File: src/rtl/fifo_arb_pkg.sv
// Shared types and helpers for the burst-locked FIFO write arbiter.
// Holds the FSM state type, the default data width and the wrap increment.
package fifo_arb_pkg;

  typedef enum logic {
    IDLE  = 1'b0,
    BURST = 1'b1
  } arb_state_t;

  localparam int DATA_W_DEF = 8;

  function automatic int rr_next(input int ptr, input int n);
    return (ptr + 1 >= n) ? 0 : ptr + 1;
  endfunction

endpackage

File: src/rtl/rr_pick.sv
// Rotating-priority picker: first set request at or after i_ptr, wrapping.
// Ports: i_req (request vector), i_ptr (start index), o_found, o_idx.
module rr_pick
  import fifo_arb_pkg::*;
#(
  parameter  int N  = 4,
  localparam int IW = $clog2(N)
) (
  input  logic [N-1:0]  i_req,
  input  logic [IW-1:0] i_ptr,
  output logic          o_found,
  output logic [IW-1:0] o_idx
);

  logic [IW-1:0] w_off;
  logic [IW:0]   w_sum;

  // Scan offsets high to low so the smallest offset wins.
  always_comb begin
    w_off = '0;
    for (int k = N - 1; k >= 0; k--)
      if (i_req[IW'((int'(i_ptr) + k) % N)])
        w_off = IW'(k);
  end

  assign o_found = |i_req;
  assign w_sum   = {1'b0, i_ptr} + {1'b0, w_off};
  assign o_idx   = (w_sum >= (IW+1)'(N))
                 ? IW'(w_sum - (IW+1)'(N))
                 : w_sum[IW-1:0];

endmodule

File: src/rtl/fifo_wr_arbiter.sv
// Round-robin, burst-locked write arbiter in front of one FIFO write port.
// Ports: clk, rst (sync, active-low); per producer req_valid/req_data/
// req_last/req_ready; FIFO side fifo_full/fifo_wr/fifo_data_in; status
// grant_id, busy, preempt. Define FIFO_ARB_STATS_EN to add stat_beats,
// a saturating 16-bit transfer counter per producer.
module fifo_wr_arbiter
  import fifo_arb_pkg::*;
#(
  parameter  int NUM_REQ   = 4,
  parameter  int DATA_W    = DATA_W_DEF,
  parameter  int MAX_BURST = 16,
  localparam int IW        = $clog2(NUM_REQ),
  localparam int CW        = (MAX_BURST > 0) ? $clog2(MAX_BURST + 1) : 1
) (
  input  logic                        clk,
  input  logic                        rst,
  input  logic [NUM_REQ-1:0]          req_valid,
  input  logic [NUM_REQ*DATA_W-1:0]   req_data,
  input  logic [NUM_REQ-1:0]          req_last,
  output logic [NUM_REQ-1:0]          req_ready,
  input  logic                        fifo_full,
  output logic                        fifo_wr,
  output logic [DATA_W-1:0]           fifo_data_in,
  output logic [IW-1:0]               grant_id,
  output logic                        busy,
  output logic                        preempt
`ifdef FIFO_ARB_STATS_EN
  ,
  output logic [NUM_REQ*16-1:0]       stat_beats
`endif
);

  arb_state_t        r_state;
  logic [IW-1:0]     r_grant;
  logic [IW-1:0]     r_ptr;
  logic [CW-1:0]     r_cnt;

  logic              w_found;
  logic [IW-1:0]     w_pick;
  logic              w_busy;
  logic              w_open;
  logic              w_xfer;
  logic              w_last;
  logic              w_cap;
  logic              w_rel;
  logic [DATA_W-1:0] w_data;

  rr_pick #(.N(NUM_REQ)) u_pick (
    .i_req   (req_valid),
    .i_ptr   (r_ptr),
    .o_found (w_found),
    .o_idx   (w_pick)
  );

  assign w_busy = (r_state == BURST);
  // Reset gates the write path so nothing lands during the reset cycle.
  assign w_open = rst & w_busy & ~fifo_full;
  assign w_xfer = w_open & req_valid[r_grant];
  assign w_last = req_last[r_grant];
  assign w_data = req_data[int'(r_grant)*DATA_W +: DATA_W];

  // Cap hit when this transfer is beat number MAX_BURST.
  generate
    if (MAX_BURST > 0) begin : g_cap
      assign w_cap = (r_cnt == CW'(MAX_BURST - 1));
    end else begin : g_nocap
      assign w_cap = 1'b0;
    end
  endgenerate

  assign w_rel = w_xfer & (w_last | w_cap);

  assign fifo_wr      = w_xfer;
  assign fifo_data_in = w_busy ? w_data : '0;
  assign req_ready    = w_open ? (NUM_REQ'(1) << r_grant) : '0;
  assign grant_id     = r_grant;
  assign busy         = w_busy;
  assign preempt      = w_xfer & w_cap & ~w_last;

  always_ff @(posedge clk) begin
    if (!rst) begin
      r_state <= IDLE;
      r_grant <= '0;
      r_ptr   <= '0;
      r_cnt   <= '0;
    end else begin
      unique case (r_state)
        IDLE: begin
          if (w_found) begin
            r_grant <= w_pick;
            r_state <= BURST;
          end
        end
        BURST: begin
          if (w_rel) begin
            r_state <= IDLE;
            r_ptr   <= IW'(rr_next(int'(r_grant), NUM_REQ));
            r_cnt   <= '0;
          end else if (w_xfer && MAX_BURST > 0) begin
            r_cnt   <= r_cnt + CW'(1);
          end
        end
      endcase
    end
  end

`ifdef FIFO_ARB_STATS_EN
  logic [15:0] r_stat [NUM_REQ];

  always_ff @(posedge clk) begin
    if (!rst) begin
      for (int i = 0; i < NUM_REQ; i++)
        r_stat[i] <= '0;
    end else if (w_xfer && r_stat[r_grant] != 16'hFFFF) begin
      r_stat[r_grant] <= r_stat[r_grant] + 16'd1;
    end
  end

  for (genvar gi = 0; gi < NUM_REQ; gi++) begin : g_stat
    assign stat_beats[gi*16 +: 16] = r_stat[gi];
  end
`endif

endmodule

File: config.mk
export PLATFORM = sky130hd
export DESIGN_NAME = fifo_wr_arbiter
export DESIGN_NICKNAME = d
export VERILOG_FILES = /design/src/rtl/fifo_arb_pkg.sv /design/src/rtl/rr_pick.sv /design/src/rtl/fifo_wr_arbiter.sv
export SDC_FILE = /design/constraint.sdc
export NUM_CORES = 1
export LEC_CHECK = 0
export ABC_AREA = 0
export BUFFER_PORTS_ARGS = -buffer_cell sky130_fd_sc_hd__buf_2
export CORE_AREA = 2 2 56 58
export CTS_BUF_LIST = sky130_fd_sc_hd__clkbuf_8
export DETAILED_ROUTE_END_ITERATION = 6
export DIE_AREA = 0 0 58 60
export PLACE_DENSITY_LB_ADDON = 0.12
export SLEW_MARGIN = 5
export SYNTH_ARGS = -nofsm -noshare
export SYNTH_HDL_FRONTEND = slang
export SYNTH_SLANG_ARGS = --single-unit
File: constraint.sdc
create_clock -name clk -period 2.4 [get_ports clk]
set_input_delay 0.24 -clock clk [delete_from_list [all_inputs] [get_ports clk]]
set_output_delay 0.24 -clock clk [all_outputs]
set_load 0.01 [all_outputs]
# After elaboration in Yosys (flattened, before gate mapping)

Cells that the tools add are included.

$lt $le $gt $ge: 7
Equality and inequality tests: 1
Reductions and logical operators: 5
Bitwise operators: 10
Shift-type cells: 2
Add/sub/neg operators: 7
Mux-type cells: 29

Operator list:

| cell                                                                 | number |
|---|---|
| 32-bit by 6-bit variable part select with 8-bit output               | 1 |
| 2-bit by 4-bit < comparator with 1-bit output, second input constant | 4 |
| 1-bit binary-select mux with 2-bit select                            | 6 |
| 1-bit two-way mux                                                    | 12 |
| 2-bit two-way mux                                                    | 6 |
| 5-bit two-way mux                                                    | 2 |
| 8-bit two-way mux                                                    | 1 |
| 1-bit bitwise AND                                                    | 6 |
| 3-bit >= comparator, second input constant                           | 2 |
| 2-bit AND reduction                                                  | 3 |
| 5-bit by 1-bit adder with 5-bit output, second input constant        | 1 |
| 5-bit by 4-bit == test with 1-bit output, second input constant      | 1 |
| 2-bit adder, second input constant                                   | 2 |
| 4-bit two-way mux                                                    | 1 |
| 4-bit OR reduction                                                   | 1 |
| 1-bit by 2-bit << shifter with 4-bit output, first input constant    | 1 |
| 2-bit by 1-bit adder with 3-bit output, second input constant        | 1 |
| 2-bit by 2-bit adder with 3-bit output                               | 1 |
| 2-bit by 3-bit < comparator with 1-bit output, second input constant | 1 |
| 1-bit inverter                                                       | 3 |
| 2-bit by 1-bit adder with 2-bit output, second input constant        | 1 |
| 1-bit case mux with 2 select lines                                   | 1 |
| 2-bit nonzero test                                                   | 1 |
| 2-bit by 1-bit subtractor with 2-bit output, second input constant   | 1 |
| 1-bit bitwise OR                                                     | 1 |

Bits of input ports: 43
Flip-flop bits (word level): 10
Word-level logic and storage cells: 65

# Depth between registers and ports, before layout

Depth in word-level cells: 11
Mapped depth: 10
Mapped depth without buffers: 9

# Hierarchy

From an unflattened synthesis, not the netlist that was laid out.

Cell total of the unflattened synthesis: 110
Area, all modules: 1062.3 sq um

By module, submodules not included:

| module          | area an instance (sq um) | instances | cells an instance |
|---|---|---|---|
| fifo_wr_arbiter | 895.9                    | 1         | 85 |
| rr_pick         | 166.4                    | 1         | 25 |

# Worst setup path after synthesis

OpenSTA, ideal clock, no wires.

Kind: register -> register
From: register r_grant[0], in the netlist grant_id[0]
To: register r_cnt[2]
Stages on the path, launching flop included: 6
Arrival time: 2047 ps
Setup time: 70 ps
Slack: 283 ps
Required time: 2330 ps
Cells stage by stage: dfxtp_1 -> mux4_2 -> or2_4 -> or2_1 -> or3b_1 -> a21boi_1

Cells in the longest elaborated chain, start to end: 6

RTL lines:

| what                                                                | line                                         | text |
|---|---|---|
| from (decl)                                                         | fifo_wr_arbiter.sv:34                        | `logic [IW-1:0] r_grant;` |
| from (signal assigned)                                              | fifo_wr_arbiter.sv:90                        | `r_grant <= w_pick;` |
| 1-bit binary-select mux with 2-bit select, on equally long branches | fifo_wr_arbiter.sv:58, fifo_wr_arbiter.sv:59 |  |
| 1-bit two-way mux, on equally long branches                         | fifo_wr_arbiter.sv:58, fifo_wr_arbiter.sv:59 |  |
| 1-bit bitwise AND or 1-bit bitwise OR (tied branches)               | fifo_wr_arbiter.sv:58, fifo_wr_arbiter.sv:71 |  |
| 1-bit bitwise AND                                                   | fifo_wr_arbiter.sv:71                        | `assign w_rel = w_xfer & (w_last \| w_cap);` |
| 2-bit nonzero test (no line)                                        | n/a                                          |  |
| 2-bit AND reduction (no line)                                       | n/a                                          |  |
| to (signal assigned)                                                | fifo_wr_arbiter.sv:100                       | `r_cnt <= r_cnt + CW'(1);` |
| to (decl)                                                           | fifo_wr_arbiter.sv:36                        | `logic [CW-1:0] r_cnt;` |

Several ways; a longest one is shown, not always the timed one. The select of a mux whose other input is x is not followed.
A chain may end at the register's enable or synchronous reset.

# Worst setup path after layout

From: register r_grant[0], in the netlist grant_id[0]
To: output port fifo_wr

Cells in the longest elaborated chain, start to end: 3

RTL lines:

| what                                      | line                  | text |
|---|---|---|
| 1-bit binary-select mux with 2-bit select | fifo_wr_arbiter.sv:58 | `assign w_xfer = w_open & req_valid[r_grant];` |
| 1-bit two-way mux (not written as such)   | fifo_wr_arbiter.sv:58 |  |
| 1-bit bitwise AND                         | fifo_wr_arbiter.sv:58 |  |
| to (decl)                                 | fifo_wr_arbiter.sv:22 | `output logic fifo_wr,` |

Every way passes these cells. The select of a mux whose other input is x is not followed.

==> flow_summary_export.csv <==
group,metric,value,unit
clock_tree,htreeDepth,1,
clock_tree,cts-resized-gates,0,
hold_path,hold_class,"input pin to flip-flop",
route,wl_per_cell,13.1,µm
clock_tree,cts_root_buf,"clkbuf_8",
synth,netlist_instances,114,
clock_tree,cts.clk_slew.worst_paths,0.05,ns
synth,synth_top_area_frac,0.224,
timing,whs,0.372,ns
clock_tree,cts_buffers,3,
floorplanning,rows,20,
route,avgViaCountPerCell,5.30,
timing,finClkSkew,0.00148,ns
route,drc,0,
timing,rsz0062_at_grt,"false",
critical_path,cp-start-kind,"flip-flop",
global_route,grt_pass1_wl,4480,µm
timing,max_freq,468,MHz
final_layout,nets,223,
synth,async_reset_ff_frac,0,
synth,ys_seq_area_frac,0.199,
timing,fin_setup_tns,0,ns
power_and_ir_drop,p_leak,0.639,nW
route,dr_total_vias,1076,
timing,fin_crit_sh,0.891,
synth,yosys.area.top_type,"mux4_2",
power_and_ir_drop,powerDensity,401,nW/µm²
synth,synth.avg_cell_area,8.81,µm²
critical_path,r2r_slack,0.36,ns
route,detail-route-antenna-nets,0,
global_route,grt_max_degree,17,
final_layout,n_antenna_cell,0,
floorplanning,die-area,3480,µm²
timing,final-hold-violation-count,0,
placement,gp_congestion,0.797,
clock_tree,ctsHoldBuffers,0,
clock_tree,cts_setup_buffers,0,
synth,syn_area,1000,µm²
placement,io_buffers,59,
timing,tightest_slew,0.342,ns
placement,place_ws,0.376,ns
flow_run,max_cap_violations,0,
synth,synth-seq-cells,10,
synth,synth_nets,165,
floorplanning,io_pins,60,
critical_path,arrival,1.90,ns
global_route,grt_use_total,0.164,
global_route,grt_overflow,0,
floorplanning,core,2900,µm²
clock_tree,clk_latency,0.23,ns
power_and_ir_drop,p_total,0.549,mW
power_and_ir_drop,ir_worst_vdd,0.243,mV
critical_path,crit_path_end_kind,"output pin",
route,first_pass_iters,4,
clock_tree,cts_tree,"done",
synth,synth_area_leaders,"mux4_2 (22%), dfxtp_1 (20%), ha_1 (10%), and2_1 (7.5%), o21ai_0 (4.5%)",
global_route,antenna_found_initial,0,
synth,yosys-top-cells-count,"and2_1 (12), dfxtp_1 (10), mux4_2 (10)",
floorplanning,die_w,58,µm
route,drt_wl_total,2660,µm
timing,setup_slack,0.262,ns
global_route,grt_pass1_vias,1067,
synth,synth_flop_cell,"dfxtp_1",
floorplanning,dieHeight,60,µm
synth,ys_types,32,
synth,synth_edf_count,0,
timing,maxSlewViolCount,0,
floorplanning,initial_core_util,0.346,
critical_path,cp_max_fo,16,
outcome,run_status,"finished, final reports clean",
critical_path,worstPathRequired,2.16,ns
clock_tree,clockBufferDepth,2,
critical_path,worstSetupPathType,"flip-flop to output pin",
final_layout,syn_to_final_growth,36.4,%
clock_tree,cts_num_sinks,10,
timing,final-setup-viol-count,0,
placement,hpwl,2170,µm
synth,ys_warn_count,0,
synth,yosysMostFrequentCell,"and2_1",
timing,slew_headroom,0.772,
final_layout,layout-drive-gt1-share,0.453,
timing,fin_crit,2.14,ns
route,drt_iter0_markers,23,
critical path, stage by stage, from the launching register on:
cell and delay, ns:
dfxtp_1 0.35, buf_4 0.28, mux4_2 0.53, nand2_1 0.23, inv_1 0.13, buf_2 0.16
area by class of cell:
| cell class | count | area, µm² |
|---|---|---|
| timing repair buffer | 62 | 318 |
| multi-input combinational | 88 | 743 |
| tap | 33 | 41.3 |
| fill | 280 | 1530 |
| inverter | 7 | 26.3 |
| clock buffer | 3 | 41.3 |
| sequential | 10 | 200 |
metrics by stage:
step | std cells | util | cell area (µm²)
after floorplan | 114 | - | 1000
after detailed placement | 200 | 0.458 | 1330
after global routing | 203 | 0.472 | 1370
final | 203 | 0.472 | 1370
after CTS | 203 | 0.472 | 1370
after global placement | 200 | 0.458 | 1330
flip-flops by register name, summed over array words and instances, names as in the netlist:
signal    flops
r_ptr         2
r_cnt         5
busy          1
grant_id      2
power breakdown:
group	switching (mW)	internal (mW)	total, mW
clock	0.0622	0.110	0.172
sequential	0.00776	0.173	0.181
combinational	0.0897	0.106	0.196
total	0.160	0.389	0.549
per-layer routing:
layer / wire length (µm) / global-route usage / part of all wire
met4: 26 / 0.0399 / 0.0098
met3: 112 / 0.0173 / 0.042
met5: 0 / 0 / 0
met1: 1050 / 0.166 / 0.39
met2: 1480 / 0.349 / 0.56
final timing paths:
path               startpoint       end  cells past startpoint
hold / removal            rst  r_cnt[1]                      3
setup / recovery  grant_id[0]   fifo_wr                      5
setup reg to reg     r_cnt[0]  r_cnt[2]                      7
hold reg to reg      r_cnt[3]  r_cnt[3]                      2
cell usage in the layout (no fill, tap or decap), types with 3 or more instances in the layout:
cell       n
nand3_1    6
o21ai_0    9
inv_1      7
ha_1       8
nor3_1     3
nor2_1     5
a21oi_1    5
dfxtp_1   10
nor2b_1    3
buf_4      3
buf_2     59
nand2_1    6
and2_1    12
clkbuf_8   3
mux4_2    10
cells by family (layout without fill, tap and decap cells):
kind of cell,after synthesis,in the layout,share of synthesized area
flops,10,10,0.199
mux,11,11,0.234
buf+inv,16,72,0.0610
fa+ha+maj,8,8,0.0996
xor+xnor,1,1,0.00872
compound gates,24,24,0.152
simple gates,44,44,0.245
Power figures use the tool's default switching activity.
